`config.mk`:
```
export PLATFORM = sky130hd
export DESIGN_NAME = mul_div_unit
export DESIGN_NICKNAME = d
export VERILOG_FILES = /design/src/rtl/mul_div_unit.sv
export SDC_FILE = /design/constraint.sdc
export NUM_CORES = 1
export LEC_CHECK = 0
export BUFFER_PORTS_ARGS = -buffer_cell sky130_fd_sc_hd__buf_2
export CAP_MARGIN = 20
export CELL_PAD_IN_SITES_DETAIL_PLACEMENT = 0
export CELL_PAD_IN_SITES_GLOBAL_PLACEMENT = 1
export CORE_MARGIN = 2
export CORE_UTILIZATION = 30
export CTS_CLUSTER_DIAMETER = 40
export DETAILED_ROUTE_END_ITERATION = 10
export PLACE_DENSITY = 0.68
export SLEW_MARGIN = 0
export SYNTH_ARGS = -nofsm -noshare
export SYNTH_HDL_FRONTEND = slang
export SYNTH_SLANG_ARGS = --single-unit
```
`constraint.sdc`:
```
create_clock -name clk -period 7 [get_ports clk]
set_input_delay 0.7 -clock clk [delete_from_list [all_inputs] [get_ports clk]]
set_output_delay 0.7 -clock clk [all_outputs]
set_load 0.01 [all_outputs]
```
`src/rtl/mul_div_unit.sv`:
```
// Iterative multiply/divide unit beside the ALU; owns the architectural HI/LO registers.
// Latency: MTHI/MTLO write on the accepting edge; MULT/DIV write HI/LO WIDTH+1 edges after acceptance.
// Backpressure: busy is high while an operation runs; start is ignored then and nothing is queued.
module mul_div_unit #(
    parameter int WIDTH = 32
) (
    input  logic             clk,
    input  logic             reset,
    input  logic             start,
    input  logic [2:0]       op,
    input  logic [WIDTH-1:0] A,
    input  logic [WIDTH-1:0] B,
    output logic [WIDTH-1:0] hi,
    output logic [WIDTH-1:0] lo,
    output logic             busy,
    output logic             done
);

    localparam int CW = (WIDTH > 1) ? $clog2(WIDTH) : 1;

    localparam logic [2:0] OP_MULT  = 3'd0;
    localparam logic [2:0] OP_MULTU = 3'd1;
    localparam logic [2:0] OP_DIV   = 3'd2;
    localparam logic [2:0] OP_DIVU  = 3'd3;
    localparam logic [2:0] OP_MTHI  = 3'd4;
    localparam logic [2:0] OP_MTLO  = 3'd5;

    typedef enum logic [1:0] {
        S_IDLE = 2'd0,
        S_RUN  = 2'd1,
        S_FIX  = 2'd2
    } state_t;

    state_t           state;
    logic [CW-1:0]    cnt;
    logic             is_div;     // latched: divide (1) or multiply (0)
    logic             res_neg;    // latched: product / quotient must be negated
    logic             rem_neg;    // latched: remainder takes the dividend's sign
    logic             div_zero;   // latched: divisor was zero
    logic [WIDTH-1:0] b_mag;      // multiplicand or divisor magnitude
    logic [WIDTH:0]   acc;        // product high half / partial remainder
    logic [WIDTH-1:0] q;          // multiplier shifting out / quotient shifting in

    // Operand decode for the accepting edge
    logic             op_mdu;
    logic             op_signed;
    logic             a_neg;
    logic             b_neg;
    logic [WIDTH-1:0] a_mag;
    logic [WIDTH-1:0] b_abs;

    // Magnitudes and signs of the incoming operands
    always_comb begin
        op_mdu    = (op == OP_MULT) || (op == OP_MULTU) || (op == OP_DIV) || (op == OP_DIVU);
        op_signed = (op == OP_MULT) || (op == OP_DIV);
        a_neg     = op_signed & A[WIDTH-1];
        b_neg     = op_signed & B[WIDTH-1];
        a_mag     = a_neg ? (~A + 1'b1) : A;
        b_abs     = b_neg ? (~B + 1'b1) : B;
    end

    // One iteration step: shift-add for multiply, restoring subtract for divide
    logic [WIDTH:0]   mul_sum;
    logic [WIDTH:0]   div_shift;
    logic [WIDTH:0]   div_trial;
    logic [WIDTH:0]   acc_nx;
    logic [WIDTH-1:0] q_nx;

    always_comb begin
        mul_sum   = acc + (q[0] ? {1'b0, b_mag} : {(WIDTH+1){1'b0}});
        div_shift = {acc[WIDTH-1:0], q[WIDTH-1]};
        div_trial = div_shift - {1'b0, b_mag};
        acc_nx    = acc;
        q_nx      = q;
        if (is_div) begin
            if (!div_trial[WIDTH]) begin
                acc_nx = div_trial;
                q_nx   = {q[WIDTH-2:0], 1'b1};
            end else begin
                acc_nx = div_shift;
                q_nx   = {q[WIDTH-2:0], 1'b0};
            end
        end else begin
            acc_nx = {1'b0, mul_sum[WIDTH:1]};
            q_nx   = {mul_sum[0], q[WIDTH-1:1]};
        end
    end

    // Sign correction applied in the FIX cycle
    logic [2*WIDTH-1:0] prod_u;
    logic [2*WIDTH-1:0] prod_s;
    logic [WIDTH-1:0]   quo_s;
    logic [WIDTH-1:0]   rem_s;
    logic [WIDTH-1:0]   hi_fix;
    logic [WIDTH-1:0]   lo_fix;

    always_comb begin
        prod_u = {acc[WIDTH-1:0], q};
        prod_s = res_neg ? (~prod_u + 1'b1) : prod_u;
        quo_s  = res_neg ? (~q + 1'b1) : q;
        rem_s  = rem_neg ? (~acc[WIDTH-1:0] + 1'b1) : acc[WIDTH-1:0];
        if (is_div) begin
            // Divide by zero leaves quotient all ones regardless of dividend sign
            lo_fix = div_zero ? {WIDTH{1'b1}} : quo_s;
            hi_fix = rem_s;
        end else begin
            lo_fix = prod_s[WIDTH-1:0];
            hi_fix = prod_s[2*WIDTH-1:WIDTH];
        end
    end

    // Control FSM with registered HI/LO, busy and done
    always_ff @(posedge clk or posedge reset) begin
        if (reset) begin
            state    <= S_IDLE;
            cnt      <= '0;
            is_div   <= 1'b0;
            res_neg  <= 1'b0;
            rem_neg  <= 1'b0;
            div_zero <= 1'b0;
            b_mag    <= '0;
            acc      <= '0;
            q        <= '0;
            hi       <= '0;
            lo       <= '0;
            busy     <= 1'b0;
            done     <= 1'b0;
        end else begin
            done <= 1'b0;
            case (state)
                S_IDLE: begin
                    if (start) begin
                        if (op_mdu) begin
                            state    <= S_RUN;
                            busy     <= 1'b1;
                            cnt      <= '0;
                            is_div   <= op[1];
                            res_neg  <= a_neg ^ b_neg;
                            rem_neg  <= a_neg;
                            div_zero <= (B == '0);
                            b_mag    <= b_abs;
                            acc      <= '0;
                            q        <= a_mag;
                        end else if (op == OP_MTHI) begin
                            hi <= A;
                        end else if (op == OP_MTLO) begin
                            lo <= A;
                        end
                    end
                end
                S_RUN: begin
                    acc <= acc_nx;
                    q   <= q_nx;
                    cnt <= cnt + 1'b1;
                    if (cnt == CW'(WIDTH - 1)) begin
                        state <= S_FIX;
                    end
                end
                S_FIX: begin
                    hi    <= hi_fix;
                    lo    <= lo_fix;
                    done  <= 1'b1;
                    busy  <= 1'b0;
                    state <= S_IDLE;
                end
                default: begin
                    state <= S_IDLE;
                    busy  <= 1'b0;
                end
            endcase
        end
    end

endmodule

```
# [Word-level counts from Yosys, hierarchy flattened]
# Index checks and enable logic that the tools add are counted.
[totals] out_inout_bits=66 ramBits=0 word_cells=99 latchBits=0 input_bits=70 regBits=174 rom_bits=0 memories=0
[op_classes] multipliers=0 n_div=0 mux=39 reduce_logical=15 n_bitwise=9 order_cmp=0 shifts=0 eq_ne=15 add_sub_neg=8
[op_table] operator="2-to-1 mux 32 bit" count=18
[op_table] operator="case mux 32 bit (2 select lines)" count=3
[op_table] operator="2-to-1 mux 33 bit" count=4
[op_table] operator="adder 32 x 1 -> 32 bit, second input constant" count=4
[op_table] operator="NOT 32 bit" count=4
[op_table] operator="case mux 33 bit (2 select lines)" count=1
[op_table] operator="adder 64 x 1 -> 64 bit, second input constant" count=1
[op_table] operator="2-to-1 mux 64 bit" count=1
[op_table] operator="NOT 64 bit" count=1
[op_table] operator="adder 33 x 32 -> 33 bit" count=1
[op_table] operator="subtractor 33 x 32 -> 33 bit" count=1
[op_table] operator="zero test 32 bit" count=1
[op_table] operator="inequality test 2 bit, second input constant" count=7
[op_table] operator="AND reduction 3 bit" count=4
[op_table] operator="2-to-1 mux 5 bit" count=2
[op_table] operator="case mux 5 bit (2 select lines)" count=1
[op_table] operator="equality test 3 x 2 -> 1 bit, second input constant" count=2
[op_table] operator="equality test 3 bit, second input constant" count=2
[op_table] operator="2-to-1 mux 2 bit" count=3
[op_table] operator="adder 5 x 1 -> 5 bit, second input constant" count=1
[op_table] operator="equality test 5 bit, second input constant" count=1
[op_table] operator="AND reduction 5 bit" count=1
[op_table] operator="logical OR 1 bit" count=4
[op_table] operator="2-to-1 mux 1 bit" count=4
[op_table] operator="other kinds (12)" count=14

# [Longest topological paths before layout]
[logic_depth] depth_word=7 depth_mapped=21 ltp_nobuf=19

# [Worst setup path before layout]
# Ideal clock, no wire load.
[synth_timing] path_type="register -> register" start="register acc[16]" end="register acc[21]" required_ns=6.869 slack_ns=2.872 setup_time_ns=0.131 n_path_buf=3 synth_period_minus_slack_ns=4.128 path_stages_with_launch=19 t_arrival_ns=3.996 cell_sequence="dfrtp_1 ha_1 a21o_1 a21o_1 a21o_1 a31o_2 and4_1 nor3_1 o31ai_1 o21a_1 o21ai_0 nand2b_1 ha_1 clkbuf_1 buf_1 clkbuf_1 nor2_1 a222oi_1 nand2_1"
[synth_via] elab_chain_len=4 elab_cells_between_ends=5
[synth_lines] element="start: declaration" line="41" source="logic [WIDTH:0] acc;"
[synth_lines] element="start signal: assignment" line="152" source="acc <= acc_nx;"
[synth_lines] element="subtractor 33 x 32 -> 33 bit" line="72" source="div_trial = div_shift - {1'b0, b_mag};"
[synth_lines] element="2-to-1 mux 33 bit" line="76" source="if (!div_trial[WIDTH]) begin"
[synth_lines] element="2-to-1 mux 33 bit *" line="75" source="if (is_div) begin"
[synth_lines] element="case mux 33 bit (2 select lines) *" line="130" source="case (state)"
# Every way passes the cells marked *; elsewhere a longest branch is shown, timed or not.
# A chain may end at the register's enable or synchronous reset.

# [Worst setup path in the final report]
[layout_timing] start="register q[0]" end="register acc[29]"
[layout_via] elab_chain_len=4
[layout_lines] element="start: declaration" line="42" source="logic [WIDTH-1:0] q;"
[layout_lines] element="start signal: assignment" line="143" source="q <= a_mag;"
[layout_lines] element="start signal: assignment" line="153" source="q <= q_nx;"
[layout_lines] element="2-to-1 mux 32 bit" line="70" source="mul_sum = acc + (q[0] ? {1'b0, b_mag} : {(WIDTH+1){1'b0}});"
[layout_lines] element="adder 33 x 32 -> 33 bit" line="70"
[layout_lines] element="2-to-1 mux 33 bit" line="75"
[layout_lines] element="case mux 33 bit (2 select lines)" line="130"
# No other way between the ends.

==> reports/qor.yml <==
floorplanning:
  die_h_um: 221
  initial_utilization_pct: 30.3
  die_area_um2: 48700
  coreArea_um2: 46500
  rows: 79
  pin_count: 136
  die_width_um: 221
pwr:
  p_leak_nw: 7.02
  powerDensity_nw_per_um2: 523
  ir_drop_v: 0.000319
  finalPower_mw: 8.31
sta:
  skew_ps: 16.6
  rsz0062_at_grt: "false"
  finalCritPeriodShare_pct: 68.4
  slew_viol_final: 0
  maxSlewHeadroom_pct: 27.4
  final-hold-violation-count: 0
  fmax_mhz: 209
  worst_pin_slew_ps: 1090
  setup_tns_ps: 0
  min_period_ps: 4790
  finalSetupViolCount: 0
global_routing:
  grt_antenna_before_repair: 0
  grt_util_met3_pct: 3.46
  use_met2_pct: 30.4
  grt_max_degree: 99
  busiest_layer: "met2"
  grtUsageMet1_pct: 28.4
  grt_remaining_overflow: 0
  grt_pass1_vias: 12800
  grt_pass1_wl_mm: 74.5
  grt_usage_pct: 19.9
finish:
  multiInputGateArea_um2: 9110
  postLayoutCellArea_um2: 15900
  layout.area.seq_um2: 4360
  utilization_pct: 34.2
  antenna_cells: 0
  layout-drive-gt1-share_pct: 11.8
  fill_cells: 4936
  syn_to_final_growth_pct: 12.9
  fin_cells: 2473
  num-nets-final: 1996
route:
  dr.pass1.iters: 7
  first_iter_violations: 967
  routedWlPerCell_um: 19.5
  wl_mm: 48.2
  ant_nets: 0
  via_per_inst: 5.38
  num_vias: 13300
  drc: 0
setup_path:
  rr_worst_depth: 14
  cp.arrival_ps: 5130
  worstReg2RegEnd: "acc[29]"
  crit_type: "reg2reg"
  endpoint: "acc[29]"
  critPathMaxFanout: 21
  cp.required_ps: 7350
  cp-startpoint: "q[0]"
  rrSetupSlack_ps: 2210
  start_kind: "register"
  rr_startpoint: "q[0]"
  endpoint_kind: "register"
synth:
  yosysTopAreaCell: "dfrtp_1"
  synthFlopType: "dfrtp_1"
  ys_top_cells_by_area: "dfrtp_1, o21ai_0, nand2_1"
  syn-cell-area_um2: 14100
  syn_inst: 1778
  syn_area_per_cell_um2: 7.92
  seq_area_frac_synth_pct: 30.9
  yosysWarnings: 0
  ys_ff_latch: 174
  synthesis.nets: 1921
  ys_types: 79
  ys_async_sr_fraction_pct: 100
  synth_top_area_share_pct: 30.9
  synth_edf_count: 0
cts:
  cts-root-buf: "clkbuf_16"
  clk_path_buf_depth: 2
  clock_latency_ps: 470
  clock_sinks: 174
  cts_resized: 0
  clkSlewWorstSetupHoldPaths_ps: 80
  htree_levels: 4
  cts_made_buffers: 17
  cts_tree: "yes"
  hold_buffers: 0
  post_cts_buffers: 0
placed_design:
  dp_hpwl_mm: 36.4
  placed_cell_area_um2: 15300
  routabilityCongestion: 0.921
  dp.cells: 2438
  port_buffers: 135
job:
  maxCapViolCount: 0
status:
  outcome: "complete, no violations"
min_path:
  hold_class: "in2async"
final cells by class:
class | count | share of cell area, %
Clock inverter | 10 | 0.488
Tap cell | 607 | 4.78
Sequential cell | 174 | 27.4
Multi-Input combinational cell | 1437 | 57.3
Timing Repair Buffer | 156 | 5.43
Inverter | 67 | 1.61
Clock buffer | 22 | 2.98
flip-flops by register name, indices dropped and copies added (netlist names), 2 cells and up:
| name | count |
|---|---|
| cnt | 5 |
| state | 2 |
| q | 32 |
| acc | 33 |
| lo | 32 |
| b_mag | 32 |
| hi | 32 |
worst min-delay path by stage:
stage,to,depth (start not counted)
floorplan,b_mag[10],2
global placement,lo[19],1
detailed placement,lo[19],1
CTS,is_div,3
global route,is_div,3
finish,acc[0],2
synthesized netlist by cell type (6+ instances only):
master    instances
a21o_1           31
o211ai_1          7
o21bai_1          9
buf_1            11
nand2_1         250
ha_1             71
nand3_1          32
nor4_1            9
and3_1           18
o41ai_1          17
xnor2_1         107
or3_1            21
nand2b_1         31
and2_1            7
nor2b_1           6
a22oi_1           9
dfrtp_1         174
mux2i_1          53
or4_1            11
a221o_1           7
o21a_1            8
nor3_1           32
a21oi_1         113
a211oi_1          8
a22o_1            6
a31oi_1          17
o21ai_0         241
o22ai_1          30
nor2_1          123
o31ai_1          19
clkbuf_1         82
xor2_1           61
inv_1            66
cell families after synthesis:
| family | Yosys count | synth area share, % |
|---|---|---|
| buffers and inverters | 167 | 4.60 |
| multiplexers | 58 | 4.17 |
| XOR/XNOR | 168 | 10.5 |
| adder cells (fa/ha/maj) | 73 | 6.59 |
| AND/OR/NAND/NOR | 571 | 18.9 |
| AO/OA/AOI/OAI | 567 | 24.4 |
| flip-flops | 174 | 30.9 |
metrics by stage:
stage | worst slack, ps | hold WS (ps)
floorplan | 1580 | 450
global placement | 2390 | 457
detailed placement | 2340 | 468
CTS | 2300 | 456
global route | 1980 | 475
finish | 2210 | 475
power by group:
group | total [mW] | internal [mW] | leakage (nW) | switching, mW
registers | 2.13 | 1.47 | 2.14 | 0.659
clock network | 0.945 | 0.486 | 0.256 | 0.458
logic | 5.24 | 2.18 | 4.62 | 3.06
critical path: stages, from the launching register on:
cell and delay [ps]:
dfrtp_1 460, inv_1 460, buf_4 360, nor2_1 80
ha_1 370, and3_1 220, a221o_1 330, or3_1 340
o2111ai_1 300, nand3_1 220, o311ai_0 830, nand2b_1 150
o21ai_0 200, a21oi_1 60, a221o_1 270
cell usage in the layout, fill, tap and decap left out, types with 6 or more instances in the layout:
cell type,netlist,final
nand3_1,32,32
a211oi_1,8,8
buf_4,2,17
nor3_1,32,31
o21bai_1,9,9
inv_1,66,65
or3_1,21,20
dfrtp_1,174,173
xor2_1,61,61
nand2b_1,31,31
a221o_1,7,7
nor2_1,123,121
xnor2_1,107,107
nor4_1,9,9
o22ai_1,30,30
buf_2,3,136
a21oi_1,113,113
ha_1,71,71
and2_1,7,7
a22o_1,6,6
mux2i_1,53,53
nand2_1,250,250
nor2b_1,6,6
a22oi_1,9,9
o21a_1,8,8
o211ai_1,7,7
o21ai_0,241,240
clkbuf_16,0,17
o31ai_1,19,19
and3_1,18,18
a21o_1,31,30
or4_1,11,11
o41ai_1,17,17
a31oi_1,17,17
layer usage:
layer | up-vias | wire [um]
met5 | - | 0
met4 | 0 | 1200
met3 | 49 | 2860
met2 | 419 | 20500
met1 | 6337 | 23600
li1 | 6497 | -
Power figures use the tool's default switching activity.
